**src/rtl/bin2bcd_seq_if.sv**
```systemverilog
// Handshake bundle for bin2bcd_seq: input valid/ready with binary value, output valid/ready with BCD result.
// The converter takes the slave modport; the producer/consumer side takes master.
interface bin2bcd_seq_if #(
  parameter int BIN_W  = 8,
  parameter int DIGITS = 3
);
  logic                  in_valid;
  logic                  in_ready;
  logic [BIN_W-1:0]      bin_in;
  logic                  out_valid;
  logic                  out_ready;
  logic [4*DIGITS-1:0]   bcd_out;
  logic                  ovf;
  logic                  out_neg;

  modport master (
    output in_valid, bin_in, out_ready,
    input  in_ready, out_valid, bcd_out, ovf, out_neg
  );

  modport slave (
    input  in_valid, bin_in, out_ready,
    output in_ready, out_valid, bcd_out, ovf, out_neg
  );
endinterface

```
**src/rtl/bin2bcd_seq.sv**
```systemverilog
// Iterative double-dabble binary-to-BCD converter, one bit per clock, valid/ready on both sides.
// Define BCD_SIGNED_EN to treat bin_in as two's complement and report its sign on out_neg.
module bin2bcd_seq #(
  parameter int BIN_W  = 8,
  parameter int DIGITS = 3
) (
  input  logic            clk,
  input  logic            rst_n,
  bin2bcd_seq_if.slave    bus
);

  localparam int ACC_W = 4 * DIGITS;
  localparam int CNT_W = $clog2(BIN_W);

  typedef enum logic [1:0] {S_IDLE, S_SHIFT, S_DONE} state_t;

  state_t             r_state;
  state_t             w_state_nxt;
  logic [BIN_W-1:0]   r_bin;
  logic [ACC_W-1:0]   r_acc;
  logic [CNT_W-1:0]   r_cnt;
  logic               r_ovf;
  logic [ACC_W-1:0]   w_acc_adj;
  logic [BIN_W-1:0]   w_mag;
  logic               w_in_ready;
  logic               w_out_valid;
  logic               w_accept;
  logic               w_last;

`ifdef BCD_SIGNED_EN
  logic               r_neg;
  // Unary minus wraps the most negative value onto itself, which read unsigned is 2^(BIN_W-1).
  assign w_mag       = bus.bin_in[BIN_W-1] ? -bus.bin_in : bus.bin_in;
  assign bus.out_neg = r_neg;
`else
  assign w_mag       = bus.bin_in;
  assign bus.out_neg = 1'b0;
`endif

  assign w_last = (r_cnt == '0);

  always_comb begin
    w_state_nxt = r_state;
    w_in_ready  = 1'b0;
    w_out_valid = 1'b0;
    w_accept    = 1'b0;
    unique case (r_state)
      S_IDLE: begin
        w_in_ready = 1'b1;
        if (bus.in_valid) begin
          w_accept    = 1'b1;
          w_state_nxt = S_SHIFT;
        end
      end
      S_SHIFT: begin
        if (w_last) w_state_nxt = S_DONE;
      end
      S_DONE: begin
        w_out_valid = 1'b1;
        if (bus.out_ready) w_state_nxt = S_IDLE;
      end
      default: w_state_nxt = S_IDLE;
    endcase
  end

  // Per-digit add-3; digits never carry into each other.
  always_comb begin
    w_acc_adj = r_acc;
    for (int unsigned d = 0; d < DIGITS; d++) begin
      if (r_acc[4*d +: 4] >= 4'd5) w_acc_adj[4*d +: 4] = r_acc[4*d +: 4] + 4'd3;
    end
  end

  always_ff @(posedge clk or negedge rst_n) begin
    if (!rst_n) r_state <= S_IDLE;
    else        r_state <= w_state_nxt;
  end

  always_ff @(posedge clk or negedge rst_n) begin
    if (!rst_n) begin
      r_bin <= '0;
      r_acc <= '0;
      r_cnt <= '0;
      r_ovf <= 1'b0;
`ifdef BCD_SIGNED_EN
      r_neg <= 1'b0;
`endif
    end else if (w_accept) begin
      r_bin <= w_mag;
      r_acc <= '0;
      r_cnt <= CNT_W'(BIN_W - 1);
      r_ovf <= 1'b0;
`ifdef BCD_SIGNED_EN
      r_neg <= bus.bin_in[BIN_W-1];
`endif
    end else if (r_state == S_SHIFT) begin
      r_acc <= {w_acc_adj[ACC_W-2:0], r_bin[BIN_W-1]};
      r_bin <= {r_bin[BIN_W-2:0], 1'b0};
      r_ovf <= r_ovf | w_acc_adj[ACC_W-1];
      if (!w_last) r_cnt <= r_cnt - 1'b1;
    end
  end

  assign bus.in_ready  = w_in_ready;
  assign bus.out_valid = w_out_valid;
  assign bus.bcd_out   = r_acc;
  assign bus.ovf       = r_ovf;

endmodule

```
**src/flat_wrapper.sv**
```systemverilog
// flat-port wrapper written by rule: the top's interface ports become plain ports
module bin2bcd_seq_flat 
#(
  parameter int BIN_W  = 8,
  parameter int DIGITS = 3
)
  (clk, rst_n, bus_in_valid, bus_bin_in, bus_out_ready, bus_in_ready, bus_out_valid, bus_bcd_out, bus_ovf, bus_out_neg);
  bin2bcd_seq_if #(.BIN_W(BIN_W), .DIGITS(DIGITS)) bus_i ();
  input  logic clk;
  input  logic rst_n;
  input wire logic [$bits(bus_i.in_valid)-1:0] bus_in_valid;
  input wire logic [$bits(bus_i.bin_in)-1:0] bus_bin_in;
  input wire logic [$bits(bus_i.out_ready)-1:0] bus_out_ready;
  output wire logic [$bits(bus_i.in_ready)-1:0] bus_in_ready;
  output wire logic [$bits(bus_i.out_valid)-1:0] bus_out_valid;
  output wire logic [$bits(bus_i.bcd_out)-1:0] bus_bcd_out;
  output wire logic [$bits(bus_i.ovf)-1:0] bus_ovf;
  output wire logic [$bits(bus_i.out_neg)-1:0] bus_out_neg;
  assign bus_i.in_valid = bus_in_valid;
  assign bus_i.bin_in = bus_bin_in;
  assign bus_i.out_ready = bus_out_ready;
  assign bus_in_ready = bus_i.in_ready;
  assign bus_out_valid = bus_i.out_valid;
  assign bus_bcd_out = bus_i.bcd_out;
  assign bus_ovf = bus_i.ovf;
  assign bus_out_neg = bus_i.out_neg;
  bin2bcd_seq #(.BIN_W(BIN_W), .DIGITS(DIGITS)) u_core (.clk(clk), .rst_n(rst_n), .bus(bus_i));
endmodule
```
**config.mk**
```make
export PLATFORM = sky130hd
export DESIGN_NAME = bin2bcd_seq_flat
export DESIGN_NICKNAME = d
export VERILOG_FILES = /design/src/rtl/bin2bcd_seq_if.sv /design/src/rtl/bin2bcd_seq.sv /design/src/flat_wrapper.sv
export SDC_FILE = /design/constraint.sdc
export NUM_CORES = 1
export LEC_CHECK = 0
export CELL_PAD_IN_SITES_DETAIL_PLACEMENT = 1
export CELL_PAD_IN_SITES_GLOBAL_PLACEMENT = 1
export CORE_MARGIN = 4
export CORE_UTILIZATION = 35
export DETAILED_ROUTE_END_ITERATION = 6
export GPL_TIMING_DRIVEN = 0
export MAX_ROUTING_LAYER = met4
export PLACE_DENSITY_LB_ADDON = 0.1
export SLEW_MARGIN = 20
export SYNTH_ARGS = -nofsm -noshare
export SYNTH_HDL_FRONTEND = slang
export SYNTH_SLANG_ARGS = --single-unit
```
**constraint.sdc**
```tcl
create_clock -name clk -period 4.1 [get_ports clk]
set_input_delay 0.82 -clock clk [delete_from_list [all_inputs] [get_ports clk]]
set_output_delay 0.82 -clock clk [all_outputs]
set_load 0.03 [all_outputs]
```
Word-level counts from Yosys, hierarchy flattened
Cells that the tools add are included.
{"block": "classes", "reduce_logical": 5, "add_sub_neg": 4, "n_lt_le_gt_ge": 3, "muxes": 20, "n_eq_ne": 6, "bitwise_logic": 1}
{"op": "$mux 12", "n": 2}
{"op": "$mux 8", "n": 2}
{"op": "$add 4x2->4 const B", "n": 3}
{"op": "$ge 4x3->1 const B", "n": 3}
{"op": "$mux 4", "n": 3}
{"op": "$mux 3", "n": 3}
{"op": "$mux 1", "n": 6}
{"op": "$mux 2", "n": 3}
{"op": "$pmux 2 s3", "n": 1}
{"op": "$ne 2x1->1 const B", "n": 2}
{"op": "$ne 2x2->1 const B", "n": 2}
{"op": "$logic_not 3->1", "n": 1}
{"op": "$reduce_and 3->1", "n": 1}
{"op": "$sub 3x1->3 const B", "n": 1}
{"op": "$eq 2x1->1 const B", "n": 1}
{"op": "$eq 2x2->1 const B", "n": 1}
{"op": "$logic_not 2->1", "n": 1}
{"op": "$reduce_and 2->1", "n": 1}
{"op": "$reduce_bool 2->1", "n": 1}
{"op": "$or 1x1->1", "n": 1}
{"block": "word_totals", "input_bits": 12, "ff_bits": 26}

Longest topological paths before layout
{"block": "depth", "word_depth": 5, "mapped_depth": 6}

Worst setup path before layout
Ideal clock, no wire load.
{"block": "synth_path", "path_type": "input -> register", "startpoint": "input port bus_in_valid", "endpoint": "register u_core.r_acc[6], in the netlist u_core.bus.bcd_out[6]", "stages": 3, "path_slack_ps": 2359, "n_path_buf": 1, "arrival_time_ps": 1615, "setup_ps": 126, "cell_sequence": "or3b_1 > buf_2 > a311o_1"}
{"block": "synth_between", "elab_chain_cells": 3}
{"element": "start: declaration", "line": "flat_wrapper.sv:11", "rtl": "input wire logic [$bits(bus_i.in_valid)-1:0] bus_in_valid;"}
{"element": "$mux 1 (*)", "line": "bin2bcd_seq.sv:50", "rtl": "if (bus.in_valid) begin"}
{"element": "$mux 1 (*)", "line": "bin2bcd_seq.sv:47", "rtl": "unique case (r_state)"}
{"element": "$mux 12 or $reduce_bool 2->1 (tied branches)"}
{"element": "end signal: assignment", "line": "bin2bcd_seq.sv:97", "rtl": "r_acc <= {w_acc_adj[ACC_W-2:0], r_bin[BIN_W-1]};"}
{"element": "end: declaration", "line": "bin2bcd_seq.sv:20", "rtl": "logic [ACC_W-1:0] r_acc;"}
Every way passes the cells marked *; elsewhere a longest branch is shown, timed or not.
A chain may end at the register's enable or synchronous reset.

Worst setup path after layout
{"block": "layout_path", "startpoint": "register u_core.r_state[1]", "endpoint": "output port bus_out_valid"}
{"block": "layout_between", "elab_chain_cells": 2}
{"element": "start: declaration", "line": "bin2bcd_seq.sv:17", "rtl": "state_t r_state;"}
{"element": "start signal: assignment", "line": "bin2bcd_seq.sv:76", "rtl": "else r_state <= w_state_nxt;"}
{"element": "$eq 2x2->1", "line": "bin2bcd_seq.sv:47"}
{"element": "$mux 1", "line": "bin2bcd_seq.sv:47"}
{"element": "end: declaration", "line": "flat_wrapper.sv:15", "rtl": "output wire logic [$bits(bus_i.out_valid)-1:0] bus_out_valid;"}
No other way between the ends.

==> results.md <==
- Status: finished, final reports clean
- Via Count: 1,104
- DP Worst Slack: 1.61 ns
- Synth top area share: 48.0%
- Ys Warns: 0
- Final net count: 189
- Die width: around 70 um
- Area contributors post-synth: dfrtp_1, ha_1, nand2_1
- Finished Cell Area: 0.00171 mm^2
- Fin. max-slew vios: 0
- Synth cell types: 29
- Num CTS Buffers: 3
- Inst Count DP: about 210
- Die area: 0.00493 mm^2
- Clock-pin slew on the worst setup and hold paths: 0.09 ns
- Finished Layout Cells: between 200 and 250
- Core ar.: ~0.0037 mm^2
- First drt pass iteration count: 4
- Least-Margin Pin Slew: between 0.6 and 0.7 ns
- Ports: 28
- Antenna cells: 0
- Vias per cell: between 5 and 6
- Average size of a mapped cell: just under 10 um^2
- Seq/Total Area, Yosys: 48.0%
- Worst endpoint data arrival time: 1.60 ns
- Initial antenna violation count: 0
- Gr usage total: 13.7%
- First-pass GRT wire length: 5440 um
- Layout cells sized above 1: 7.78%
- Post-route ant nets: 0
- Drt initial violations: 23
- RSZ-0062 raised after global routing: no
- CTS sink count: 26
- Clock buffer depth: 2
- Post-synthesis cell count: between 100 and 150
- Worst hold path class: flip-flop to flip-flop
- Area Overhead vs Synth: 26.3%
- Row count: 22
- Worst IR Drop VDD: 0.298 mV
- Max Freq: 413 MHz
- Dominant cell type by area after synthesis: dfrtp_1
- Setup tns final: 0 ns
- Critical path startpoint: u_core.r_state[1]$_DFFE_PN0P_
- Endpoints failing setup: 0
- IO Port Bufs: 26
- Die height: 70.2 um
- GP Congestion: 0.773
- R2r startpoint: u_core.bus.bcd_out[8]$_DFFE_PN0P_
- Worst setup path endpoint: bus_out_valid
- Skew-Pair Late Insertion Delay: 0.26 ns
- Largest net degree at the start of global routing: 27
- Routed wire per std cell: between 10 and 15 um
- # hold bufs at CTS: 0
- CTS tree: yes
- Critical path type: flip-flop to primary output
- Final worst path period need: 2.42 ns
- Congestion Overflow GR: 0
- CP endpoint kind: primary output
- Vias in the first global route: 1,148
- Setup ws final: 1.68 ns
- Slew HR: 56.5%
- Cell Pwr Density: 841 mW/mm^2
- DP Area: 0.00167 mm^2
- Final core utilization: 46.4%
- CP startpoint kind: flip-flop
- Starting Density: 36.7%
- Multi-input combinational cell area: 636 um^2
- # fillers: 426
- DRT Wirelength: roughly 3100 um
- Post-Syn Area: between 0.001 and 0.0015 mm^2
- Max Cap Violations: 0
- Reg-to-reg slack, setup: 2.37 ns
- DRC: 0
- Root buffer cell: clkbuf_8
- CP required: 3.28 ns
- CTS resizes: 0
- Worst Path Max Fanout: 6
- Reg2Reg Depth: 6
- RR Endpoint: u_core.bus.bcd_out[10]$_DFFE_PN0P_
- Leak: 0.768 nW
- Synth Net Count: 158
- H-tree depth: 1
- Final Cycle Share: 59.1%
- #FFs+latches synth: 26
- Setup Skew: 0.00176 ns
- Post-CTS setup buffers: 0
- DP Wirelength: 2310 um
- Seq. cell area: 651 um^2
- Hold Fails Final Rpt: 0
[state kept, by name, summed over array words and instances (netlist names)]
register / flops
u_core.bus.bcd_out: 12
u_core.bus.ovf: 1
u_core.r_bin: 8
u_core.r_cnt: 3
u_core.r_state: 2
[layout make-up]
class,instances,area share (%)
Inverter,9,1.97
Tap cell,48,3.51
Buffer,7,2.05
Timing Repair Buffer,26,14.9
Clock buffer,3,2.41
Multi-Input combinational cell,96,37.1
Sequential cell,26,38.0
[synthesized netlist by cell type, drive strengths merged]
library cell / n
dfrtp: 26
nand2: 24
inv: 9
ha: 8
nand3: 8
o21ai: 8
o31ai: 8
a22oi: 7
buf: 5
nand2b: 5
xnor2: 4
a21oi: 3
a32o: 3
xor2: 3
clkbuf: 2
mux2: 2
nor2: 2
nor2b: 2
a21o: 1
a311o: 1
and3: 1
conb: 1
nor3: 1
nor3b: 1
o211ai: 1
o2bb2ai: 1
or3b: 1
[logic make-up after synthesis]
| family | count (synthesis) | synth area share, % |
|---|---|---|
| simple gates | 45 | 16.0 |
| compound gates | 33 | 17.1 |
| flops | 26 | 48.0 |
| buf+inv | 16 | 5.08 |
| fa+ha+maj | 8 | 7.39 |
| xor+xnor | 7 | 4.52 |
| mux | 2 | 1.66 |
| other cells | 1 | 0.277 |
[worst min-delay path by stage]
stage                                startpoint                     endpoint  depth (start not counted)  slack, ns
finish              u_core.r_bin[6]$_DFFE_PN0P_  u_core.r_bin[6]$_DFFE_PN0P_                          2       0.48
global route        u_core.r_bin[3]$_DFFE_PN0P_  u_core.r_bin[3]$_DFFE_PN0P_                          2       0.51
global placement    u_core.r_bin[4]$_DFFE_PN0P_  u_core.r_bin[4]$_DFFE_PN0P_                          2       0.46
CTS                 u_core.r_bin[6]$_DFFE_PN0P_  u_core.r_bin[6]$_DFFE_PN0P_                          2       0.49
detailed placement  u_core.r_bin[6]$_DFFE_PN0P_  u_core.r_bin[6]$_DFFE_PN0P_                          2       0.47
floorplan           u_core.r_bin[7]$_DFFE_PN0P_  u_core.r_bin[7]$_DFFE_PN0P_                          2       0.45
[per-stage QoR]
stage,hold WS (ns),power (mW)
after CTS,0.488,1.46
after global routing,0.514,1.57
after detailed placement,0.467,1.32
after floorplan,0.446,1.03
after global placement,0.459,1.28
final,0.484,1.44
[routing by layer]
layer  share of wire (%)  wire length, um  up-vias  GRT usage, %
li1                    -                -      536             -
met1                  49             1500      547          18.4
met2                  48             1480       19          21.8
met3                 3.0               92        2          2.01
met4                0.62               19        0          3.19
met5                   0                0        -             -
[critical path: stages (launching register included)]
cell             delay, ns
dfrtp_1               0.44
nor2b_1               0.20
clkdlybuf4s50_1       0.70
[where the power goes]
| part | total, mW | leakage, nW | internal [mW] | switching (mW) |
|---|---|---|---|---|
| combinational | 0.825 | 0.419 | 0.346 | 0.479 |
| clock | 0.141 | 0.0216 | 0.0657 | 0.0754 |
| sequential | 0.474 | 0.328 | 0.373 | 0.102 |
| total | 1.44 | 0.768 | 0.784 | 0.656 |
[cells in the final DEF, fill, tap and decap left out, drive strengths merged]
cell type	count
nand2b	5
nor3	1
xnor2	4
a311o	1
a22oi	7
or3b	1
mux2	2
nor3b	1
buf	6
o31ai	8
clkbuf	5
nand3	8
a32o	3
xor2	3
o211ai	1
conb	1
a21o	1
clkdlybuf4s50	25
dfrtp	26
o2bb2ai	1
nor2	2
inv	9
nand2	24
o21ai	8
ha	8
and3	1
nor2b	2
a21oi	3
Note: power is estimated with default switching activity, not from simulation.
